**src/rtl/pc_unit.sv**
```systemverilog
// Program counter with trap/return support and a circular return-address stack.
// All state advances on the rising clock edge; the priority of the control inputs is resolved in one combinational block.
module pc_unit #(
    parameter int               WIDTH        = 32,
    parameter logic [WIDTH-1:0] RESET_VECTOR = '0,
    parameter logic [WIDTH-1:0] TRAP_VECTOR  = WIDTH'(32'h80),
    parameter int               STEP         = 4,
    parameter int               RAS_DEPTH    = 4
) (
    input  logic             clk,
    input  logic             reset,
    input  logic             stall,
    input  logic             redirect_valid,
    input  logic [WIDTH-1:0] redirect_target,
    input  logic             call_valid,
    input  logic [WIDTH-1:0] call_target,
    input  logic             ret_valid,
    input  logic             trap,
    input  logic             mret,
    output logic [WIDTH-1:0] pc,
    output logic [WIDTH-1:0] pc_plus,
    output logic [WIDTH-1:0] epc,
    output logic             ras_empty,
    output logic             ras_full,
    output logic             ret_miss
);

    localparam int               PTR_W   = $clog2(RAS_DEPTH);
    localparam logic [WIDTH-1:0] STEP_W  = WIDTH'(STEP);
    localparam logic [PTR_W:0]   DEPTH_C = (PTR_W+1)'(RAS_DEPTH);

    function automatic logic [WIDTH-1:0] word_align(input logic [WIDTH-1:0] addr);
        return {addr[WIDTH-1:2], 2'b00};
    endfunction

    logic [WIDTH-1:0] ras_mem [RAS_DEPTH];
    logic [PTR_W-1:0] top;
    logic [PTR_W-1:0] top_m1;
    logic [PTR_W:0]   count;

    logic [WIDTH-1:0] pc_next;
    logic [WIDTH-1:0] epc_next;
    logic [PTR_W-1:0] top_next;
    logic [PTR_W:0]   count_next;
    logic             miss_next;
    logic             ras_we;
    logic [PTR_W-1:0] ras_waddr;
    logic [WIDTH-1:0] ras_wdata;

    assign pc_plus = pc + STEP_W;
    assign top_m1  = top - PTR_W'(1);

    // top points at the next free slot, so a push into a full stack lands on the oldest entry.
    always_comb begin
        pc_next    = pc_plus;
        epc_next   = epc;
        top_next   = top;
        count_next = count;
        miss_next  = 1'b0;
        ras_we     = 1'b0;
        ras_waddr  = top;
        ras_wdata  = pc_plus;
        if (trap) begin
            pc_next  = TRAP_VECTOR;
            epc_next = pc;
        end else if (mret) begin
            pc_next = epc;
        end else if (redirect_valid) begin
            pc_next = word_align(redirect_target);
        end else if (stall) begin
            pc_next   = pc;
            miss_next = ret_miss;
        end else if (call_valid && ret_valid) begin
            pc_next = word_align(call_target);
            ras_we  = 1'b1;
            if (count == '0) begin
                top_next   = top + PTR_W'(1);
                count_next = (PTR_W+1)'(1);
            end else begin
                ras_waddr = top_m1;
            end
        end else if (call_valid) begin
            pc_next  = word_align(call_target);
            ras_we   = 1'b1;
            top_next = top + PTR_W'(1);
            if (count != DEPTH_C) count_next = count + (PTR_W+1)'(1);
        end else if (ret_valid) begin
            if (count != '0) begin
                pc_next    = ras_mem[top_m1];
                top_next   = top_m1;
                count_next = count - (PTR_W+1)'(1);
            end else begin
                miss_next = 1'b1;
            end
        end
    end

    always_ff @(posedge clk) begin
        if (reset) begin
            pc        <= RESET_VECTOR;
            epc       <= '0;
            top       <= '0;
            count     <= '0;
            ras_empty <= 1'b1;
            ras_full  <= 1'b0;
            ret_miss  <= 1'b0;
        end else begin
            pc        <= pc_next;
            epc       <= epc_next;
            top       <= top_next;
            count     <= count_next;
            ras_empty <= (count_next == '0);
            ras_full  <= (count_next == DEPTH_C);
            ret_miss  <= miss_next;
        end
    end

    always_ff @(posedge clk) begin
        if (!reset && ras_we) ras_mem[ras_waddr] <= ras_wdata;
    end

endmodule

```
**config.mk**
```make
export PLATFORM = sky130hd
export DESIGN_NAME = pc_unit
export DESIGN_NICKNAME = d
export VERILOG_FILES = /design/src/rtl/pc_unit.sv
export SDC_FILE = /design/constraint.sdc
export NUM_CORES = 1
export LEC_CHECK = 0
export ABC_AREA = 1
export BUFFER_PORTS_ARGS = -buffer_cell sky130_fd_sc_hd__buf_2
export CAP_MARGIN = 10
export CELL_PAD_IN_SITES_DETAIL_PLACEMENT = 0
export CELL_PAD_IN_SITES_GLOBAL_PLACEMENT = 1
export CORE_AREA = 2 2 197 122
export DETAILED_ROUTE_END_ITERATION = 10
export DIE_AREA = 0 0 199 124
export PLACE_DENSITY = 0.82
export SLEW_MARGIN = 20
export SYNTH_ARGS = -nofsm -noshare
export SYNTH_HDL_FRONTEND = slang
export SYNTH_SLANG_ARGS = --single-unit
export TNS_END_PERCENT = 1
```
**constraint.sdc**
```tcl
create_clock -name clk -period 4.2 [get_ports clk]
set_input_delay 0.84 -clock clk [delete_from_list [all_inputs] [get_ports clk]]
set_output_delay 0.84 -clock clk [all_outputs]
set_load 0.01 [all_outputs]
```
# Yosys cells after proc, flatten, opt, wreduce, memory -nomap -nowiden
# Memories as Yosys holds them, arrays and structs flattened.
# Cells that the tools add are included.
classes:
  add_sub_neg: 5
  mul: 0
  div_mod_pow: 0
  order_cmp: 0
  eq_ne: 5
  n_shift: 0
  muxes: 41
  bitwise: 4
  n_reduce_logical: 11
ops:
  columns: ["operator", "count"]
  rows:
  - ["$mux 32", 7]
  - ["$add 32x3->32 const B", 1]
  - ["$mux 3", 10]
  - ["$mux 2", 11]
  - ["$mux 1", 12]
  - ["$reduce_bool 3->1", 3]
  - ["$mux 8", 1]
  - ["$reduce_and 7->1", 1]
  - ["$logic_not 3->1", 2]
  - ["$ne 4x1->1 const B", 1]
  - ["$not 1->1", 4]
  - ["$reduce_or 4->1", 1]
  - ["$add 3x1->3 const B", 1]
  - ["$eq 3x3->1 const B", 1]
  - ["$ne 3x1->1 const B", 1]
  - ["$ne 3x3->1 const B", 1]
  - ["$sub 3x1->3 const B", 1]
  - ["$add 2x1->2 const B", 1]
  - ["$logic_and 1x1->1", 2]
  - ["$ne 2x1->1 const B", 1]
  - ["$reduce_or 2->1", 1]
  - ["$sub 2x1->2 const B", 1]
  - ["$logic_not 1->1", 1]
totals:
  ff_bits: 72
  latch_bits: 0
  mem_bits_rw: 128
  romBits: 0
  out_inout_bits: 99
  word_cells: 75
  memories: 1
memory_table:
  columns: ["name", "depth", "word_bits", "read_ports", "rd_ports_with_merged_regs", "write_ports", "line_no", "source"]
  rows:
  - ["ras_mem", 4, 32, 1, 0, 1, "36", "logic [WIDTH-1:0] ras_mem [RAS_DEPTH];"]

# Longest topological paths before layout
# Gate-level depths: netlist of run 1.
logic_depth:
  word_depth: 10
  depth_mapped: 12
  ltp_nobuf: 12

# Least setup slack after synthesis of run 1
# Ideal clock, no wire load.
synth_path:
  path_type: "input -> register"
  start: "input port mret"
  end: "memory ras_mem[0][0], enable pin"
  setup_time_ns: 0.421
  t_arrival_ns: 3.121
  t_required_ns: 3.779
  slack_ns: 0.658
  stages: 9
  path_buffers: 1
  cell_sequence: "buf_4 > nor2_4 > nand2_2 > nor2_4 > inv_1 > o21ai_0 > and2_1 > nand2_1 > nor2_1"
synth_between:
  elab_chain_len: 5
synth_rtl:
  columns: ["item", "line_no", "source"]
  rows:
  - ["from (decl)", "19", "input logic mret,"]
  - ["$mux 1", "66", "end else if (mret) begin"]
  - ["$mux 1", "63", "if (trap) begin"]
  - ["$logic_and 1x1->1", "119", "if (!reset && ras_we) ras_mem[ras_waddr] <= ras_wdata;"]
  - ["$mux 1", "119", null]
  - ["$mux 1 (not written as such)", "119", null]
  - ["to (decl)", "36", null]
# Parallel ways exist; a longest one is shown, timed or not.

# Worst setup path in the final report of run 1
layout_path:
  start: "register pc[3]"
  end: "output port pc_plus[16]"
layout_between:
  elab_chain_len: 1
layout_rtl:
  columns: ["item", "line_no", "source"]
  rows:
  - ["from (decl)", "20", "output logic [WIDTH-1:0] pc,"]
  - ["from (signal assigned)", "108", "pc <= pc_next;"]
  - ["$add 32x3->32", "50", "assign pc_plus = pc + STEP_W;"]
  - ["to (decl)", "21", "output logic [WIDTH-1:0] pc_plus,"]
# Every way passes these cells.

==> results of run 1 <==
routing by layer:
| metal | up-vias | wire length, um |
|---|---|---|
| met5 | - | 0 |
| met1 | 3951 | 15320 |
| met2 | 461 | 12950 |
| li1 | 3943 | - |
| met3 | 25 | 3712 |
| met4 | 0 | 446 |
cells in the final DEF (no fill, tap or decap), types with 3 or more instances in the layout:
cell type,synthesis,routed
nor2_4,9,9
o21ai_0,104,104
ha_1,5,5
nor2_2,9,14
xor2_1,10,10
inv_1,66,66
o22ai_1,21,21
buf_2,19,166
xor2_2,3,3
dfxtp_1,72,72
a21oi_1,74,74
nand3_1,31,31
nand2_1,280,280
o211ai_1,6,6
nand4_1,4,4
and2_1,3,3
nor2_1,111,106
edfxtp_1,128,128
clkbuf_16,0,17
nand3b_1,5,5
xnor2_1,4,4
buf_4,3,16
a221oi_1,3,3
a22oi_1,22,22
inv_2,11,11
nand2_2,7,7
o221a_2,6,6
nor3_1,3,3
clkinvlp_4,0,3
a211oi_1,3,3
power by group:
| part | leakage, nW | switching [W] | internal [W] |
|---|---|---|---|
| sequential | 1.73 | 0.0000603 | 0.00213 |
| clock | 0.257 | 0.000761 | 0.000782 |
| combinational | 2.56 | 0.000301 | 0.000149 |
| total | 4.54 | 0.00112 | 0.00306 |
final cells by class:
cell class,instances,share of cell area
Sequential cell,200,0.4730
Multi-Input combinational cell,742,0.3291
Timing Repair Buffer,184,0.08869
Clock buffer,20,0.03998
Tap cell,315,0.03527
Inverter,77,0.02587
Clock inverter,11,0.008063
kinds of logic after synthesis:
| family | count (synthesis) | share of synthesized area |
|---|---|---|
| compound gates | 253 | 0.1535 |
| xor+xnor | 17 | 0.01811 |
| fa+ha+maj | 5 | 0.006609 |
| buf+inv | 128 | 0.05446 |
| flops | 200 | 0.5584 |
| mux | 2 | 0.002115 |
| simple gates | 465 | 0.2069 |
synth_stat cells:
cell type,instances,share of area
nor2_1,111,0.044
o221a_2,6,0.0071
a21o_1,1,0.00079
mux2i_1,2,0.0021
buf_1,2,0.00079
o221ai_1,1,0.00093
a211oi_1,3,0.0024
o31ai_1,1,0.00079
nand4_1,4,0.0026
buf_4,3,0.0024
a31oi_1,2,0.0013
nand2_2,7,0.0046
nand3_1,31,0.016
nand3b_1,5,0.0040
nor2_4,9,0.011
and2_1,3,0.0020
o2111ai_1,2,0.0019
nor3_4,1,0.0017
a22oi_1,22,0.017
o211ai_1,6,0.0048
nand2_1,280,0.11
clkbuf_1,27,0.011
nor3_1,3,0.0016
o21ai_1,2,0.0011
xor2_2,3,0.0052
a211o_1,1,0.00093
o21ai_0,104,0.055
xnor2_1,4,0.0037
ha_1,5,0.0066
buf_2,19,0.010
nand3_2,1,0.0011
a21oi_1,74,0.039
o22ai_1,21,0.014
inv_2,11,0.0044
o21a_1,1,0.00079
a21oi_2,1,0.00093
nand2_4,1,0.0012
dfxtp_1,72,0.15
o21bai_1,2,0.0016
edfxtp_1,128,0.41
a221oi_1,3,0.0028
xor2_1,10,0.0093
inv_1,66,0.026
nor2_2,9,0.0059
critical path: stages, from the launching register on:
cell and delay (ns):
dfxtp_1 0.52, ha_1 0.28, inv_1 0.12, nor3_4 0.31, nand3_1 0.21, xnor2_1 0.68
buf_2 0.27
metrics by stage:
| step | hold WS (ns) | area, um^2 | std cells |
|---|---|---|---|
| after floorplan | 0.5266 | 9465 | 1070 |
| after global placement | 0.5023 | 10640 | 1518 |
| after detailed placement | 0.5150 | 10640 | 1518 |
| after CTS | 0.5326 | 11170 | 1549 |
| after global routing | 0.5548 | 11170 | 1549 |
| final | 0.5362 | 11170 | 1549 |
worst paths after layout:
path | depth (start not counted) | end | start | slack, ns
setup / recovery | 6 | pc_plus[16] | pc[3] | 0.52
setup reg to reg | 9 | pc[16] | pc[3] | 1.61
hold reg to reg | 2 | epc[8] | epc[8] | 0.54
hold / removal | 2 | epc[8] | epc[8] | 0.54
state kept, by name (all words and copies together), names as in the netlist:
| signal | count |
|---|---|
| ras_mem | 128 |
| epc | 32 |
| ras_empty | 1 |
| ras_full | 1 |
| top | 2 |
| ret_miss | 1 |
| pc | 32 |
| count | 3 |
==> results.json, run 1 <==
{
  "core-area_um2": 22760,
  "cts-buffers-inserted": 17,
  "drc": 0,
  "ys_ff_latch": 200,
  "via_per_inst": 5.410,
  "cp_max_fo": 6,
  "grtUsageTotal": 0.2650,
  "globalplace.congestion": 0.9541,
  "die_w_um": 199,
  "die-area_um2": 24680,
  "period_needed_ns": 3.675,
  "num_antenna_cells": 0,
  "num_io_pins": 171,
  "fin_skew_ns": 0.01005,
  "drt_iter0_drc": 1024,
  "n_fill_cell": 2238,
  "htree_levels": 4,
  "clock_latency_ns": 0.44,
  "start_util": 0.4159,
  "cts_resized": 0,
  "ant_nets": 0,
  "ctsLongestPathBuffers": 2,
  "syn_area_um2": 9465,
  "cp-start-kind": "flop",
  "total_power_w": 0.004179,
  "synth_area_per_cell_um2": 8.846,
  "maxCapViolCount": 0,
  "dp_slack_ns": 1.063,
  "io_buffers": 166,
  "grt_antenna_before_repair": 0,
  "netlist-cell-type-count": 44,
  "grt-ovfl-total": 0,
  "hold_violations": 0,
  "grt_pass1_wl_um": 46800,
  "grt_pass1_vias": 7398,
  "vdd_drop_max_uv": 287.4,
  "met3_usage": 0.06607,
  "syn_inst": 1070,
  "fin_nets": 1299,
  "tns_ns": 0,
  "cts_setup_buffers": 0,
  "cts.sinks": 200,
  "finalMaxSlewViolations": 0,
  "worstPathArrival_ns": 2.84,
  "num_rows": 43,
  "setup_viol": 0,
  "fin_crit_sh": 0.8750,
  "drive_gt1_frac": 0.2164,
  "synth_warnings": 0,
  "clk_pin_slew_worst_paths_ns": 0.07,
  "regArea_um2": 5285,
  "synth-seq-area-share": 0.5584,
  "grt.met2_usage": 0.3590,
  "cts_hold_buf": 0,
  "clock-root-buffer": "clkbuf_16",
  "p_leak_nw": 4.544,
  "grt_use_met1": 0.4139,
  "drt_pass1_iterations": 5,
  "crit_required_ns": 3.36,
  "post-dp-hpwl_um": 23610,
  "areaGrowthSynthToFinish_pct": 18.04,
  "crit_type": "reg -> out",
  "wl_per_cell_um": 20.94,
  "status": "complete, no violations",
  "multi_input_area_um2": 3677,
  "cts_tree": "yes",
  "max_freq_mhz": 272.1,
  "end_kind": "primary output",
  "final_core_util": 0.4910,
  "power_density_nw_per_um2": 374.1,
  "holdCritPathClass": "reg -> reg",
  "grt_max_degree": 52,
  "syn_nets": 1147,
  "busiest_layer": "met1",
  "max_slew_margin": 0.2508,
  "routed_wl_um": 32430,
  "die_height_um": 124,
  "tightest_slew_ns": 1.123,
  "fin_ws_ns": 0.5248,
  "via_count": 8380,
  "rsz0062_at_grt": "false"
}
No activity file was read; power rests on OpenSTA's default activity.
==> run 2, diff against run 1 <==
==> constraint.sdc (replaced) <==
create_clock -name clk -period 4.2 [get_ports clk]
set_input_delay 0.21 -clock clk [delete_from_list [all_inputs] [get_ports clk]]
set_output_delay 0.21 -clock clk [all_outputs]
set_load 0.01 [all_outputs]
==> run 2 against run 1 <==
Sequential power hardly changed. Register-to-register slack got worse by 0.11 ns. Power rose by 6.3%. Clock power up 18%. Sequential share of layout area shrank 0.25 points. Critical path depth did not move. Highest routed layer unchanged.
==> results.json, run 2 (same netlist as run 1, synthesis figures left out) <==
{
  "cts_setup_buffers": 0,
  "power_density_nw_per_um2": 395.4,
  "die_height_um": 124,
  "largest_reg_flops": 128,
  "regMostFlops": "ras_mem",
  "grt_antenna_before_repair": 0,
  "cts_resized": 0,
  "grt_pass1_vias": 7540,
  "grt_pass1_wl_um": 47420,
  "crit_type": "reg -> out",
  "clock-root-buffer": "clkbuf_16",
  "hold_violations": 0,
  "num_io_pins": 171,
  "setup_viol": 0,
  "io_buffers": 166,
  "rsz0062_at_grt": "false",
  "status": "complete, no violations",
  "cp_max_fo": 6,
  "fin_crit_sh": 0.7196,
  "via_per_inst": 5.437,
  "drive_gt1_frac": 0.2159,
  "vdd_drop_max_uv": 311.1,
  "globalplace.congestion": 0.9954,
  "max_slew_margin": 0.2715,
  "fin_skew_ns": 0.01083,
  "core-area_um2": 22760,
  "clk_pin_slew_worst_paths_ns": 0.08,
  "die_w_um": 199,
  "fin_ws_ns": 1.178,
  "wl_per_cell_um": 21.02,
  "final_core_util": 0.4936,
  "fin_nets": 1296,
  "tns_ns": 0,
  "max_freq_mhz": 330.9,
  "crit_required_ns": 3.99,
  "slowest_delay_ns": 0.61,
  "finalMaxSlewViolations": 0,
  "via_count": 8411,
  "critical_path.cell_chain": "ha_1 > inv_1 > nor3_4 > nand3_1 > xnor2_1 > buf_2",
  "cts.sinks": 200,
  "drc": 0,
  "worstPathArrival_ns": 2.81,
  "areaGrowthSynthToFinish_pct": 18.68,
  "drt_iter0_drc": 971,
  "slowest_stage": "xnor2_1",
  "grt_max_degree": 52,
  "cp.buffers_inverters": 2,
  "maxCapViolCount": 0,
  "drt_pass1_iterations": 6,
  "grt-ovfl-total": 0,
  "n_fill_cell": 2201,
  "cp-start-kind": "flop",
  "ctsLongestPathBuffers": 2,
  "tightest_slew_ns": 1.092,
  "critical_path.top_delay_family": "XOR/XNOR gates",
  "end_kind": "primary output",
  "num_antenna_cells": 0,
  "htree_levels": 4,
  "cts_hold_buf": 0,
  "largestRegisters": "ras_mem: 128 flops, epc: 32 flops, pc: 32 flops",
  "post-dp-hpwl_um": 23410,
  "clock_latency_ns": 0.44,
  "grtUsageTotal": 0.2659,
  "routed_wl_um": 32520,
  "period_needed_ns": 3.022,
  "num_rows": 43,
  "layout_common_cells": "nand2_1 (280), buf_2 (166), edfxtp_1 (128)",
  "cts_tree": "yes",
  "start_util": 0.4159,
  "dp_slack_ns": 1.626,
  "holdCritPathClass": "in -> reg",
  "cts-buffers-inserted": 17,
  "p_leak_nw": 4.566,
  "ant_nets": 0,
  "layout_commonest_cell": "nand2_1",
  "die-area_um2": 24680
}
-- run 2: cell count changes in the layout (fill, tap and decap cells not counted), sizes merged --
cell | before | now
clkinv | 4 | 3
bufinv | 0 | 4
buf | 184 | 181
clkbuf | 20 | 18
inv | 81 | 80
clkinvlp | 3 | 4
-- run 2: layout make-up --
type                       instances  area [um^2]  share of cell area
inverter                          77        289.0             0.02573
sequential                       200         5285              0.4705
tap                              315        394.1             0.03509
timing repair buffer             181        943.4             0.08398
multi-input combinational        742         3677              0.3274
clock buffer                      18        429.2             0.03820
clock inverter                    14        215.2             0.01916
-- run 2: worst paths after layout --
kind / from / end / slack [ns] / depth (start not counted)
setup / recovery: pc[3] / pc_plus[16] / 1.18 / 6
hold / removal: reset / count[0] / 0.06 / 2
setup reg to reg: top[1] / pc[10] / 1.50 / 8
hold reg to reg: epc[11] / epc[11] / 0.53 / 2
-- run 2: per-stage QoR --
step                power (W)  hold slack [ns]  cells  instance area, um^2
floorplan            0.002457           0.2831   1070                 9465
global placement     0.002666           0.5026   1515                10590
detailed placement   0.002672           0.5117   1515                10590
CTS                  0.004441          0.04799   1547                11230
global route         0.004573          0.06385   1547                11230
finish               0.004442          0.05914   1547                11230
-- run 2: power breakdown --
group	internal (W)	leakage, nW	switching, W	total, W
logic	0.000148	2.54	0.000302	0.000449
registers	0.00213	1.73	0.0000600	0.00219
clock network	0.00102	0.300	0.000791	0.00181
-- run 2: per-layer routing --
metal  global-route usage  vias up  routed length (um)
met3              0.07826       31                4042
met1               0.4146     3985               15180
met2               0.3573      462               12870
met5                    0        -                   0
li1                     -     3933                   -
met4              0.05690        0                 420
==> run 3, diff against run 2 <==
- clock period: 4.2 -> 3.14 ns (I/O delays scaled with it)
==> run 3 against run 2 <==
Sequential power grew 33%. Final area grew 0.77%. Wire length grew 0.65%. Sequential cell count is the same. Via count grew 0.33%. Worst hold slack lost 0.0047 ns. Cell count grew 0.84%. Combinational power grew 37%. Clock skew grew 0.00075 ns. Critical endpoint unchanged.
==> results.json, run 3 (same netlist as run 1, synthesis figures left out) <==
{
  "maxCapViolCount": 0,
  "share_seq_of_total_power": 0.498,
  "hold_ws_ns": 0.05446,
  "r2r_start": "top[1]",
  "clock_latency_ns": 0.44,
  "wl_per_cell_um": 20.98,
  "grt_antenna_before_repair": 0,
  "holdCritPathClass": "in -> reg",
  "crit_type": "reg -> out",
  "power_density_nw_per_um2": 518.5,
  "die_height_um": 124,
  "die_w_um": 199,
  "cts-buffers-inserted": 17,
  "worstPathArrival_ns": 2.65,
  "max_freq_mhz": 355.7,
  "routed_wl_um": 32730,
  "internal_power_w": 0.004360,
  "regMostFlops": "ras_mem",
  "largestRegisters": "ras_mem: 128 flops, epc: 32 flops, pc: 32 flops",
  "min-delay-start": "redirect_target[7]",
  "core-area_um2": 22760,
  "htree_levels": 4,
  "fin_skew_ns": 0.01158,
  "die-area_um2": 24680,
  "ctsLongestPathBuffers": 2,
  "cp_max_fo": 6,
  "grt-ovfl-total": 0,
  "fin_nets": 1309,
  "cts.sinks": 200,
  "drive_gt1_frac": 0.2225,
  "post-dp-hpwl_um": 24060,
  "end_kind": "primary output",
  "status": "complete, no violations",
  "clk_pin_slew_worst_paths_ns": 0.07,
  "via_per_inst": 5.410,
  "final_core_util": 0.4974,
  "clkPwrFrac": 0.397,
  "num_io_pins": 171,
  "total_power_w": 0.005870,
  "io_buffers": 166,
  "fin_crit_sh": 0.8953,
  "grt_max_degree": 52,
  "tightest_slew_ns": 0.8311,
  "reg2regPathDepth": 9,
  "clock-root-buffer": "clkbuf_16",
  "grtUsageTotal": 0.2703,
  "num_antenna_cells": 0,
  "crit_required_ns": 2.98,
  "layout_commonest_cell": "nand2_1",
  "max_slew_margin": 0.4460,
  "largest_reg_flops": 128,
  "p_switching_w": 0.001510,
  "grt_pass1_vias": 7755,
  "p_comb_frac": 0.105,
  "drc": 0,
  "ant_nets": 0,
  "num_rows": 43,
  "min_to": "pc[7]",
  "layout_common_cells": "nand2_1 (280), buf_2 (166), edfxtp_1 (128)",
  "vdd_drop_max_uv": 384.3,
  "r2r-end": "pc[21]",
  "finalMaxSlewViolations": 0,
  "globalplace.congestion": 0.9999,
  "rrSetupSlack_ns": 0.56,
  "hold_depth": 3,
  "drt_iter0_drc": 791,
  "grt_pass1_wl_um": 47950,
  "dpl_cell_area_um2": 10690,
  "rsz0062_at_grt": "false",
  "setup_viol": 0,
  "areaGrowthSynthToFinish_pct": 19.59,
  "final_area_um2": 11320,
  "hold_violations": 0,
  "start_util": 0.4159,
  "cts_resized": 0,
  "cts_tree": "yes",
  "period_needed_ns": 2.811,
  "p_leak_nw": 4.630,
  "tns_ns": 0,
  "drt_pass1_iterations": 6,
  "cp-start-kind": "flop",
  "swShare": 0.2572,
  "via_count": 8439
}
## run 3: power by group through the flow
stage / registers (W) / clock network [W] / logic, W
5_1_grt: 0.00293 / 0.00246 / 0.000672
2_1_floorplan: 0.00297 / 0 / 0.000315
3_3_place_gp: 0.00298 / 0 / 0.000600
4_1_cts: 0.00292 / 0.00235 / 0.000608
3_5_place_dp: 0.00298 / 0 / 0.000604
6_report: 0.00292 / 0.00233 / 0.000615
## run 3: cell type report
type | instances | area [um^2]
multi-input cells | 742 | 3675
well taps | 315 | 394.1
inverters | 77 | 289.0
flip-flops and latches | 200 | 5285
clock buffers | 20 | 456.7
fillers | 2195 | 11440
repair buffers | 194 | 1056
clock inverters | 12 | 163.9
## run 3: per-layer routing
layer  wire length [um]  part of all wire  vias to the layer above  GRT usage
met4                533             0.016                        0    0.05970
met1              15220              0.46                     4016     0.3998
met3               3932              0.12                       33    0.09856
li1                   -                 -                     3969          -
met5                  0                 0                        -          0
met2              13050              0.40                      421     0.3737
## run 3: worst max-delay path, cell delays in order, from the launching register on
cell and delay [ns]:
dfxtp_1 0.48, ha_1 0.27, inv_1 0.12, nor3_4 0.28, nand3_1 0.21, xnor2_1 0.60
buf_2 0.26
## run 3: worst max path at each step
| stage | startpoint | end | slack [ns] |
|---|---|---|---|
| 2_1_floorplan | count[0] | ras_mem[1][0] | 0.04 |
| 3_3_place_gp | count[0] | ras_mem[3][13] | 0.66 |
| 3_5_place_dp | count[0] | ras_mem[3][13] | 0.66 |
| 4_1_cts | pc[3] | pc_plus[16] | 0.34 |
| 5_1_grt | pc[3] | pc_plus[16] | 0.20 |
| 6_report | pc[3] | pc_plus[16] | 0.33 |
## run 3: stage by stage
stage | setup WS [ns] | std cells
finish | 0.3288 | 1560
global route | 0.1951 | 1560
CTS | 0.3372 | 1560
detailed placement | 0.6557 | 1527
global placement | 0.6573 | 1527
floorplan | 0.04399 | 1070
## run 3: timing repair
action,4_1_cts,5_1_grt
setup buffers,0,0
hold buffers,1,0
hold endpoints to repair,1,0
